File: src/rtl/fetch_ex_queue.sv
// DEPTH-entry fetch->execute instruction queue with valid/ready handshakes and single-cycle flush.
// Optional same-cycle pass-through on an empty queue when FETCH_EX_QUEUE_BYPASS_EN is defined.
module fetch_ex_queue #(
    parameter int DEPTH     = 2,
    parameter int WORD_SIZE = 32
) (
    input  logic                         CLK,
    input  logic                         RST,
    input  logic                         flush,
    input  logic                         enq_valid,
    output logic                         enq_ready,
    input  logic [WORD_SIZE-1:0]         enq_pc,
    input  logic [WORD_SIZE-1:0]         enq_instr,
    input  logic [WORD_SIZE-1:0]         enq_prediction,
    output logic                         deq_valid,
    input  logic                         deq_ready,
    output logic [WORD_SIZE-1:0]         deq_pc,
    output logic [WORD_SIZE-1:0]         deq_pc4,
    output logic [WORD_SIZE-1:0]         deq_instr,
    output logic [WORD_SIZE-1:0]         deq_prediction,
    output logic [$clog2(DEPTH+1)-1:0]   count
);

    localparam int PW = $clog2(DEPTH);
    localparam int CW = $clog2(DEPTH+1);

    logic [WORD_SIZE-1:0] pcMem_q    [DEPTH];
    logic [WORD_SIZE-1:0] pc4Mem_q   [DEPTH];
    logic [WORD_SIZE-1:0] instrMem_q [DEPTH];
    logic [WORD_SIZE-1:0] predMem_q  [DEPTH];

    logic [PW-1:0] rdPtr_q, rdPtr_d;
    logic [PW-1:0] wrPtr_q, wrPtr_d;
    logic [CW-1:0] count_q, count_d;

    logic                 storedValid;
    logic                 bypass;
    logic                 enqFire;
    logic                 deqFire;
    logic [WORD_SIZE-1:0] enqPc4;

    assign enqPc4      = enq_pc + WORD_SIZE'(4);
    assign enq_ready   = !RST && !flush && (count_q < CW'(DEPTH));
    assign storedValid = !RST && !flush && (count_q != '0);

`ifdef FETCH_EX_QUEUE_BYPASS_EN
    assign bypass = !RST && !flush && (count_q == '0) && enq_valid && deq_ready;
`else
    assign bypass = 1'b0;
`endif

    assign deq_valid = storedValid || bypass;
    // A bypassed entry is consumed directly, so it is neither written nor counted.
    assign enqFire   = enq_valid && enq_ready && !bypass;
    assign deqFire   = storedValid && deq_ready;
    assign count     = count_q;

    always_comb begin
        deq_pc         = '0;
        deq_pc4        = '0;
        deq_instr      = '0;
        deq_prediction = '0;
        if (bypass) begin
            deq_pc         = enq_pc;
            deq_pc4        = enqPc4;
            deq_instr      = enq_instr;
            deq_prediction = enq_prediction;
        end else if (storedValid) begin
            deq_pc         = pcMem_q[rdPtr_q];
            deq_pc4        = pc4Mem_q[rdPtr_q];
            deq_instr      = instrMem_q[rdPtr_q];
            deq_prediction = predMem_q[rdPtr_q];
        end
    end

    always_comb begin
        rdPtr_d = rdPtr_q;
        wrPtr_d = wrPtr_q;
        count_d = count_q;
        if (enqFire) wrPtr_d = wrPtr_q + PW'(1);
        if (deqFire) rdPtr_d = rdPtr_q + PW'(1);
        if (enqFire && !deqFire)      count_d = count_q + CW'(1);
        else if (!enqFire && deqFire) count_d = count_q - CW'(1);
        if (flush) begin
            rdPtr_d = '0;
            wrPtr_d = '0;
            count_d = '0;
        end
    end

    always_ff @(posedge CLK) begin
        if (RST) begin
            rdPtr_q <= '0;
            wrPtr_q <= '0;
            count_q <= '0;
            for (int i = 0; i < DEPTH; i++) begin
                pcMem_q[i]    <= '0;
                pc4Mem_q[i]   <= '0;
                instrMem_q[i] <= '0;
                predMem_q[i]  <= '0;
            end
        end else begin
            rdPtr_q <= rdPtr_d;
            wrPtr_q <= wrPtr_d;
            count_q <= count_d;
            if (enqFire) begin
                pcMem_q[wrPtr_q]    <= enq_pc;
                pc4Mem_q[wrPtr_q]   <= enqPc4;
                instrMem_q[wrPtr_q] <= enq_instr;
                predMem_q[wrPtr_q]  <= enq_prediction;
            end
        end
    end

endmodule

File: config.mk
export PLATFORM = sky130hd
export DESIGN_NAME = fetch_ex_queue
export DESIGN_NICKNAME = d
export VERILOG_FILES = /design/src/rtl/fetch_ex_queue.sv
export SDC_FILE = /design/constraint.sdc
export NUM_CORES = 1
export LEC_CHECK = 0
export ABC_AREA = 1
export BUFFER_PORTS_ARGS = -buffer_cell sky130_fd_sc_hd__buf_2
export CORE_UTILIZATION = 60
export CTS_CLUSTER_DIAMETER = 80
export DETAILED_ROUTE_END_ITERATION = 8
export PLACE_DENSITY = 0.86
export SLEW_MARGIN = 10
export SYNTH_ARGS = -nofsm -noshare
export SYNTH_HDL_FRONTEND = slang
export SYNTH_SLANG_ARGS = --single-unit
File: constraint.sdc
create_clock -name CLK -period 13.6 [get_ports CLK]
set_clock_uncertainty 0.2 [all_clocks]
set_input_delay 0.68 -clock CLK [delete_from_list [all_inputs] [get_ports CLK]]
set_output_delay 0.68 -clock CLK [all_outputs]
set_load 0.005 [all_outputs]
==> results of run 1 <==
final cells by class:
cell class / instances / share of cell area [%]
clock inverters: 13 / 0.779
well taps: 260 / 2.35
multi-input cells: 797 / 24.4
flip-flops and latches: 257 / 55.5
repair buffers: 239 / 8.78
clock buffers: 34 / 5.08
inverters: 112 / 3.08
kinds of logic after synthesis:
| group | after synthesis |
|---|---|
| AND/OR/NAND/NOR | 628 |
| flip-flops | 257 |
| buffers and inverters | 182 |
| AO/OA/AOI/OAI | 150 |
| XOR/XNOR | 17 |
| adder cells (fa/ha/maj) | 2 |
worst max-delay path, stage by stage:
cell and delay [ns]:
buf_2 0.09, or2_1 0.43, a21oi_4 0.10, inv_4 0.36, buf_4 0.81, a21oi_1 0.18, buf_2 0.20
worst paths after layout:
path / startpoint / to / cells past startpoint
hold reg to reg: rdPtr_q / flop / 2
setup reg to reg: count[1] / predMem_q[1][28] / 6
setup / recovery: RST / deq_pc[11] / 7
hold / removal: enq_instr[11] / instrMem_q[0][11] / 3
where the power goes:
part	switching (mW)	internal [mW]
combinational	0.0674	0.0286
sequential	0.0105	0.909
clock	0.283	0.399
total	0.361	1.34
per-layer routing:
layer  vias up  wire (microns)
met5         -               0
met4         0             937
met3        56            2610
met2       470           13800
met1      4303           11200
li1       4377               -
state kept, by name, indices dropped and copies added (netlist names), named ones only:
name	flops
predMem_q	64
count	2
rdPtr_q	1
pcMem_q	62
instrMem_q	64
pc4Mem_q	62
wrPtr_q	1
cell usage in the layout, fill, tap and decap left out, types with 2 or more instances in the layout:
| master | instances |
|---|---|
| clkinv_2 | 2 |
| buf_4 | 7 |
| dfxtp_1 | 4 |
| bufinv_16 | 2 |
| nand2_1 | 330 |
| buf_2 | 232 |
| a21oi_2 | 2 |
| edfxtp_1 | 252 |
| nor2_1 | 275 |
| clkbuf_16 | 27 |
| nand2_4 | 3 |
| a21oi_1 | 146 |
| inv_4 | 2 |
| ha_1 | 2 |
| nand3_1 | 13 |
| inv_1 | 109 |
| xor2_1 | 16 |
| and2_1 | 2 |
| clkinv_1 | 8 |
| clkbuf_1 | 7 |
==> metrics.md, run 1 <==
| Metric | Value |
|---|---|
| Worst-Margin Slew | `0.986 ns` |
| Most frequent cell after synthesis | `nand2_1` |
| Hold-fix buffers, CTS | `0` |
| Initial core utilization | `62.2%` |
| Worst slack, placed | `9.50 ns` |
| Fin cells | `1,712` |
| Final hold slack | `0.281 ns` |
| Fillers | `1,405` |
| Placed Instances | `1,665` |
| Register area share after synthesis | `64.8%` |
| Multi-input logic area | `0.00337 sq mm` |
| Worst hold path class | `primary input to flop` |
| Diodes inserted | `0` |
| Resized Gates After CTS | `0` |
| Clock Tree Root | `clkbuf_16` |
| Routed Antenna Nets | `0` |
| Detailed router's first-iteration violation count | `753` |
| CTS buffer count | `26` |
| Num ports | `233` |
| DIE WIDTH | `142 microns` |
| Worst setup margin | `9.76 ns` |
| Crit path max fanout | `85` |
| # rows | `50` |
| H-tree depth | `1` |
| Syn Inst Count | `1,236` |
| Setup-violating endpoint count in the final report | `0` |
| GR peak layer | `met2` |
| CP arrival | `2.96 ns` |
| DR vias/cell | `5.38` |
| Grt met2 use | `46.2%` |
| Gr ovfl total | `0` |
| Most area-consuming cells after synthesis | `edfxtp_1, nand2_1, nor2_1, a21oi_1, inv_1` |
| Detailed placement HPWL | `17,700 microns` |
| PortBufs | `232` |
| Pre-antenna DRT Iters | `6` |
| Static Leak | `6.18 nW` |
| Area leader, netlist | `edfxtp_1` |
| Max Cap Viol | `0` |
| Syn Nets | `1,339` |
| Pin count of the biggest net entering global routing | `86` |
| Most instantiated cells after synthesis | `nand2_1, nor2_1, edfxtp_1` |
| Req. time, crit path | `12.72 ns` |
| Netlist Area Pre-Place | `0.0118 sq mm` |
| Share of post-route cells with drive strength above 1 | `19.6%` |
| Synth unique cells | `24` |
| TNS Setup | `0 ns` |
| Die Area | `0.0203 sq mm` |
| Vias in the first global route | `8,709` |
| GR Layer Usage met3 | `4.34%` |
| Synth Warn # | `0` |
| Post-synth EDFFs | `252` |
| Post-synthesis simple-gate area fraction | `20.4%` |
| Post-synthesis mux area share | `0%` |
| Largest family of logic cells by synthesized area | `simple AND/OR/NAND/NOR gates` |
| Main flop type after synthesis | `edfxtp_1` |
| Async SR Flop Fraction | `0%` |
| CTS Sinks | `257` |
| Final hold vios | `0` |
| Overall power | `1.70 mW` |
| Fin. max-slew vios | `0` |
| Clk slew on worst S/H paths | `0.06 ns` |
| GRT met1 Usage | `36.4%` |
| Total track usage | `27.6%` |
| Outcome | `finished clean` |
| Synth Area in Compound Gates | `6.50%` |
| Peak supply drop | `0.000107 V` |
| Reg2reg setup slack | `10.32 ns` |
| DRC violations left | `0` |
| Number of antenna violations at the first check in global routing | `0` |
| Setup Crit Path Kind | `primary input to primary output` |
| Placement Cell Area | `0.0130 sq mm` |
| Final period utilization | `28.2%` |
| Longest Clk Path Bufs | `3` |
| FF/Latch Area | `0.00767 sq mm` |
| Post-CTS setup buffers | `0` |
| Core ar. | `0.0190 sq mm` |
| Post-synth top area share | `64.0%` |
| Die Height | `142 microns` |
| Vias | `9,206` |
| Worst setup SP type | `primary input` |
| Final Core Density | `72.7%` |
| Xor and xnor area share after synthesis | `1.26%` |
| Min Tclk post-route | `3.84 ns` |
| Fin area | `0.0138 sq mm` |
| Adder-Cell Fraction of Synth Area | `0.212%` |
| PD cells | `123 mW/mm^2` |
| # nets final | `1,536` |
| Placer Congestion | `0.921` |
| First-pass GRT wire length | `43,300 microns` |
| Drt wl/cell | `16.7 microns` |
| Max_slew headroom | `34.3%` |
| Unrepaired setup endpoints after global routing | `no` |
| Syn avg cell area | `9.57 sq um` |
| Layout area overhead | `16.8%` |
| #FFs+latches synth | `257` |
| Post-Route WL | `28,600 microns` |
| CP endpoint kind | `primary output` |
| Fmax | `261 MHz` |
| CTS tree | `done` |
| Worst-Skew Late Latency | `0.51 ns` |
Power figures use the tool's default switching activity.
==> run 2, diff against run 1 <==
--- a/config.mk
+++ b/config.mk
@@ -7,10 +7,10 @@
 export LEC_CHECK = 0
 export ABC_AREA = 1
 export BUFFER_PORTS_ARGS = -buffer_cell sky130_fd_sc_hd__buf_2
-export CORE_UTILIZATION = 60
+export CORE_UTILIZATION = 50
 export CTS_CLUSTER_DIAMETER = 80
 export DETAILED_ROUTE_END_ITERATION = 8
-export PLACE_DENSITY = 0.86
+export PLACE_DENSITY = 0.76
 export SLEW_MARGIN = 10
 export SYNTH_ARGS = -nofsm -noshare
 export SYNTH_HDL_FRONTEND = slang
==> constraint.sdc (replaced) <==
create_clock -name CLK -period 3.5 [get_ports CLK]
set_clock_uncertainty 0.2 [all_clocks]
set_input_delay 0.175 -clock CLK [delete_from_list [all_inputs] [get_ports CLK]]
set_output_delay 0.175 -clock CLK [all_outputs]
set_load 0.005 [all_outputs]
==> metrics.md, run 2 (synthesized netlist as in run 1, its figures left out) <==
| Metric | Value |
|---|---|
| Outcome | `finished clean` |
| Peak supply drop | `0.000397 V (+270%)` |
| # nets final | `1,644 (+7.0%)` |
| Final hold slack | `0.0403 ns (-0.241 ns)` |
| Req. time, crit path | `3.12 ns (-9.60 ns)` |
| DIE WIDTH | `156 microns (+9.4%)` |
| Fin. max-slew vios | `0 (unchanged)` |
| Clk slew on worst S/H paths | `0.06 ns (about the same)` |
| Worst-Skew Late Latency | `0.53 ns (+0.02 ns)` |
| Clock Tree Root | `clkbuf_16` |
| Drt wl/cell | `16.5 microns (-1.6%)` |
| Detailed placement HPWL | `18,200 microns (+3.0%)` |
| PD cells | `451 mW/mm^2 (+270%)` |
| Reg2reg setup slack | `1.25 ns (-9.07 ns)` |
| CP arrival | `2.45 ns (-0.51 ns)` |
| Routed Antenna Nets | `0 (unchanged)` |
| TNS Setup | `0 ns (unchanged)` |
| PortBufs | `232 (unchanged)` |
| CTS buffer count | `27 (+3.8%)` |
| Max Cap Viol | `0 (unchanged)` |
| Pin count of the biggest net entering global routing | `128 (+49%)` |
| Layout area overhead | `27.3%` |
| Worst setup SP type | `flop` |
| DRC violations left | `0 (unchanged)` |
| Number of antenna violations at the first check in global routing | `0 (unchanged)` |
| Fillers | `1,793 (+28%)` |
| Post-Route WL | `30,900 microns (+7.9%)` |
| Detailed router's first-iteration violation count | `860 (+14%)` |
| Resized Gates After CTS | `0 (unchanged)` |
| Total track usage | `25.3% (-2.2 points)` |
| CP endpoint kind | `primary output` |
| Final period utilization | `80.9%` |
| Setup-violating endpoint count in the final report | `0 (unchanged)` |
| Setup Crit Path Kind | `flop to primary output` |
| Pre-antenna DRT Iters | `6 (unchanged)` |
| Placer Congestion | `0.894 (-3.0%)` |
| Commonest non-fill, non-tap cells in the layout | `nand2_1, nor2_1, edfxtp_1` |
| CTS tree | `done` |
| Biggest regs | `instrMem_q x64, predMem_q x64` |
| H-tree depth | `1 (unchanged)` |
| First-pass GRT wire length | `47,600 microns (+9.9%)` |
| Worst hold path class | `primary input to flop` |
| Crit path max fanout | `56 (-34%)` |
| # rows | `55 (+10%)` |
| CTS Sinks | `257 (unchanged)` |
| Worst-Margin Slew | `0.631 ns (-0.354 ns)` |
| Worst r2r src | `count[1]` |
| Post-CTS setup buffers | `0 (unchanged)` |
| Reg2reg path depth | `6 (unchanged)` |
| Commonest non-fill, non-tap cell in the layout | `nand2_1` |
| Reg2reg end | `predMem_q[1][4]` |
| Initial core utilization | `51.6% (-11 points)` |
| Core ar. | `0.0229 sq mm (+20%)` |
| Gr ovfl total | `0 (unchanged)` |
| Static Leak | `6.69 nW (+8.2%)` |
| Max_slew headroom | `57.9% (+24 points)` |
| Vias in the first global route | `9,184 (+5.5%)` |
| Min Tclk post-route | `2.83 ns` |
| DR vias/cell | `5.08 (-5.5%)` |
| Longest Clk Path Bufs | `3 (unchanged)` |
| Die Height | `156 microns (+9.4%)` |
| Share of post-route cells with drive strength above 1 | `19.3% (-0.23 points)` |
| Fmax | `353 MHz` |
| Vias | `9,533 (+3.6%)` |
| Unrepaired setup endpoints after global routing | `no` |
| Num ports | `233 (unchanged)` |
| Die Area | `0.0243 sq mm (+20%)` |
| Final hold vios | `0 (unchanged)` |
| Worst Setup EP | `deq_pc4[1]` |
[run 2: changes by cell type in the layout (fill, tap and decap cells not counted), moves of 2 or more]
cell,previous run,this run
nand2_8,0,2
nand2_4,3,1
clkinv_1,8,3
buf_12,0,5
dlygate4sd3_1,0,98
clkbuf_8,0,2
buf_4,7,11
clkinv_2,2,7
[run 2: repair_timing]
| item | CTS | global route |
|---|---|---|
| hold buffers | 98 | 0 |
| endpoints found under the hold margin | 253 | 0 |
| endpoints found under the setup margin | 0 | 0 |
[run 2: worst min path at each step]
stage	from	to	slack, ns	cells after the start
2_1_floorplan	enq_pc[2]	pc4Mem_q[0][2]	0.16	1
3_3_place_gp	rdPtr_q	flop	0.27	2
3_5_place_dp	rdPtr_q	flop	0.29	2
4_1_cts	flush	flop	0.007	3
5_1_grt	flush	wrPtr_q	0.05	3
6_report	flush	flop	0.04	3
[run 2: critical path, stage by stage, from the launching register on]
cell and delay [ns]:
dfxtp_4 0.49, inv_4 0.55, buf_4 0.43, nand2_1 0.08, a21oi_1 0.20, buf_2 0.15
[run 2: where the power goes]
part / switching, mW / total, mW / internal, mW / leakage, nW
Sequential: 0.0400 / 3.57 / 3.53 / 2.66
Combinational: 0.281 / 0.474 / 0.194 / 3.61
Clock: 1.14 / 2.75 / 1.61 / 0.419
[run 2: layout make-up]
type | count | area, sq um | share of cell area (%)
Sequential cell | 257 | 7670 | 50.9
Multi-Input combinational cell | 797 | 3390 | 22.5
Timing Repair Buffer | 346 | 2320 | 15.4
Clock buffer | 35 | 726 | 4.82
Inverter | 112 | 425 | 2.82
Tap cell | 313 | 392 | 2.60
Clock inverter | 15 | 130 | 0.864
Antenna cell | 1 | 2.50 | 0.0166
[run 2: routing by layer]
metal	up-vias	GRT usage (%)	wire (microns)
met2	415	42.6	15000
met5	-	0	0
met4	0	9.38	943
li1	4603	-	-
met1	4453	33.3	12600
met3	62	3.86	2310
[run 2: through the flow]
step / area [sq um] / worst slack (ns) / cells / util (%) / power [mW]
4_1_cts: 15100 / 0.624 / 1875 / 65.7 / 6.82
2_1_floorplan: 11800 / 0.149 / 1236 / - / 3.86
5_1_grt: 15100 / 0.520 / 1875 / 65.7 / 7.01
3_3_place_gp: 13200 / 1.03 / 1727 / 57.7 / 4.00
6_report: 15100 / 0.670 / 1876 / 65.7 / 6.79
3_5_place_dp: 13200 / 0.965 / 1727 / 57.7 / 4.02
==> run 3, diff against run 2 <==
--- a/config.mk
+++ b/config.mk
@@ -7,10 +7,10 @@
 export LEC_CHECK = 0
 export ABC_AREA = 1
 export BUFFER_PORTS_ARGS = -buffer_cell sky130_fd_sc_hd__buf_2
-export CORE_UTILIZATION = 50
+export CORE_UTILIZATION = 55
 export CTS_CLUSTER_DIAMETER = 80
 export DETAILED_ROUTE_END_ITERATION = 8
-export PLACE_DENSITY = 0.76
+export PLACE_DENSITY = 0.8
 export SLEW_MARGIN = 10
 export SYNTH_ARGS = -nofsm -noshare
 export SYNTH_HDL_FRONTEND = slang
==> constraint.sdc (replaced) <==
create_clock -name CLK -period 2.8 [get_ports CLK]
set_clock_uncertainty 0.2 [all_clocks]
set_input_delay 0.14 -clock CLK [delete_from_list [all_inputs] [get_ports CLK]]
set_output_delay 0.14 -clock CLK [all_outputs]
set_load 0.005 [all_outputs]
==> metrics.md, run 3 (synthesized netlist as in run 1, its figures left out) <==
| Metric | Value |
|---|---|
| Slowest stage cell, crit path | `dfxtp_1` |
| Number of antenna violations at the first check in global routing | `0 (unchanged)` |
| # rows | `53 (-3.6%)` |
| Setup-violating endpoint count in the final report | `0 (unchanged)` |
| Peak supply drop | `0.000451 V (+14%)` |
| Final Core Density | `71.9% (+6.1 points)` |
| Worst r2r src | `count[1]` |
| # nets final | `1,647 (+0.18%)` |
| CP Cell Sequence | `inv_1, a21oi_4, inv_4, buf_12, a21oi_1, buf_2` |
| PD cells | `574 mW/mm^2 (+27%)` |
| Clk slew on worst S/H paths | `0.06 ns (about the same)` |
| Layout area overhead | `28.1%` |
| CP arrival | `2.25 ns (-0.20 ns)` |
| Initial core utilization | `56.1% (+4.5 points)` |
| DR vias/cell | `5.24 (+3.2%)` |
| Max_slew headroom | `56.7% (-1.2 points)` |
| Total track usage | `27.4% (+2.0 points)` |
| Diodes inserted | `0 (-1)` |
| Detailed router's first-iteration violation count | `735 (-15%)` |
| First-pass GRT wire length | `47,000 microns (-1.1%)` |
| Crit path from | `count[1]` |
| Outcome | `finished clean` |
| Share of post-route cells with drive strength above 1 | `19.4% (+0.12 points)` |
| Stages on worst setup path | `6 (+1)` |
| Static Leak | `6.76 nW (+1.1%)` |
| CTS tree | `done` |
| Num ports | `233 (unchanged)` |
| Pre-antenna DRT Iters | `5 (-1)` |
| Worst Setup EP | `deq_prediction[22]` |
| Setup Crit Path Kind | `flop to primary output` |
| H-tree depth | `1 (unchanged)` |
| Longest Clk Path Bufs | `3 (unchanged)` |
| Commonest non-fill, non-tap cells in the layout | `nand2_1, nor2_1, edfxtp_1` |
| Vias in the first global route | `9,542 (+3.9%)` |
| Fin. max-slew vios | `0 (unchanged)` |
| Reg2reg setup slack | `0.78 ns (-0.47 ns)` |
| CP endpoint kind | `primary output` |
| Clock Tree Root | `clkbuf_16` |
| Pin count of the biggest net entering global routing | `127 (-0.78%)` |
| Worst setup SP type | `flop` |
| Worst-Margin Slew | `0.649 ns (+0.0176 ns)` |
| Die Area | `0.0221 sq mm (-9.0%)` |
| PortBufs | `232 (unchanged)` |
| CTS Sinks | `257 (unchanged)` |
| Fillers | `1,505 (-16%)` |
| Top Family by Delay on Critical Path | `buffers and inverters` |
| Final period utilization | `92.5%` |
| Vias | `9,636 (+1.1%)` |
| Worst hold path class | `primary input to flop` |
| Post-Route WL | `30,100 microns (-2.5%)` |
| Biggest regs | `instrMem_q x64, predMem_q x64` |
| Unrepaired setup endpoints after global routing | `no` |
| Placer Congestion | `0.903 (+1.1%)` |
| Final hold vios | `0 (unchanged)` |
| Core ar. | `0.0211 sq mm (-8.0%)` |
| Commonest non-fill, non-tap cell in the layout | `nand2_1` |
| Max Cap Viol | `0 (unchanged)` |
| Reg2reg end | `count[1]` |
| Req. time, crit path | `2.46 ns (-0.66 ns)` |
| DRC violations left | `0 (unchanged)` |
| CP bufs+invs | `4 (+1)` |
| CTS buffer count | `26 (-3.7%)` |
| Min Tclk post-route | `2.59 ns` |
| Crit path max fanout | `52 (-7.1%)` |
| Reg2reg path depth | `8 (+2)` |
| Crit path largest cell delay | `0.49 ns (-0.06 ns)` |
| Drt wl/cell | `16.4 microns (-0.49%)` |
| Fmax | `386 MHz` |
| Gr ovfl total | `0 (unchanged)` |
| Routed Antenna Nets | `0 (unchanged)` |
| DIE WIDTH | `149 microns (-4.6%)` |
| Post-CTS setup buffers | `0 (unchanged)` |
| TNS Setup | `0 ns (unchanged)` |
| Worst-Skew Late Latency | `0.52 ns (about the same)` |
| Die Height | `149 microns (-4.6%)` |
| Detailed placement HPWL | `17,800 microns (-2.1%)` |
run 3: changes by cell type in the layout (fill, tap and decap cells not counted), moves of 2 or more:
cell	before	now
clkbuf_8	2	0
clkinvlp_4	2	0
buf_4	11	9
bufinv_16	2	5
clkinv_1	3	1
buf_12	5	11
run 3: metrics by stage:
| step | total power [mW] | std cells | cell area [sq um] | worst slack [ns] | hold slack (ns) |
|---|---|---|---|---|---|
| after floorplan | 4.81 | 1236 | 11800 | 0.154 | 0.125 |
| after global placement | 5.01 | 1693 | 13300 | 0.547 | 0.252 |
| after detailed placement | 5.03 | 1693 | 13300 | 0.501 | 0.257 |
| after CTS | 8.74 | 1838 | 15200 | 0.201 | 0.0205 |
| after global routing | 8.96 | 1838 | 15200 | 0.100 | 0.0570 |
| final | 8.70 | 1838 | 15200 | 0.211 | 0.0322 |
run 3: layer usage:
metal	part of all wire [%]	wire (microns)	up-vias	GRT usage [%]
li1	-	-	4601	-
met1	40	11900	4548	35.0
met2	50	15200	434	47.8
met3	7.6	2300	53	3.96
met4	2.4	731	0	8.87
met5	0	0	-	0
run 3: worst min-delay path, stage by stage:
cell and delay [ns]:
buf_2 0.07, or2_1 0.41, a21oi_1 0.07
run 3: how the worst min path moves through the flow:
stage                       start                end  slack [ns]  cells after the start
floorplan               enq_pc[2]     pc4Mem_q[0][2]        0.13                      1
global placement    enq_instr[25]  instrMem_q[1][25]        0.25                      3
detailed placement   enq_instr[4]   instrMem_q[0][4]        0.26                      3
CTS                         flush            rdPtr_q        0.02                      3
global route                flush            rdPtr_q        0.06                      3
finish                      flush            rdPtr_q        0.03                      3
run 3: where the power goes:
part	switching [mW]	leakage, nW	total [mW]	internal (mW)
clock network	1.41	0.441	3.63	2.23
registers	0.0490	2.66	4.46	4.41
logic	0.354	3.66	0.607	0.253
run 3: layout make-up:
class	instances	area, sq um	share of cell area (%)
Clock buffer	34	702	4.63
Clock inverter	13	193	1.27
Inverter	112	425	2.81
Multi-Input combinational cell	797	3390	22.4
Sequential cell	257	7670	50.6
Tap cell	275	344	2.27
Timing Repair Buffer	350	2430	16.0
run 3: timing repair:
action                                  CTS  global route
gates resized for setup                   0             0
hold endpoints to repair                256             0
endpoints found under the setup margin    0             0
hold buffers                             98             0
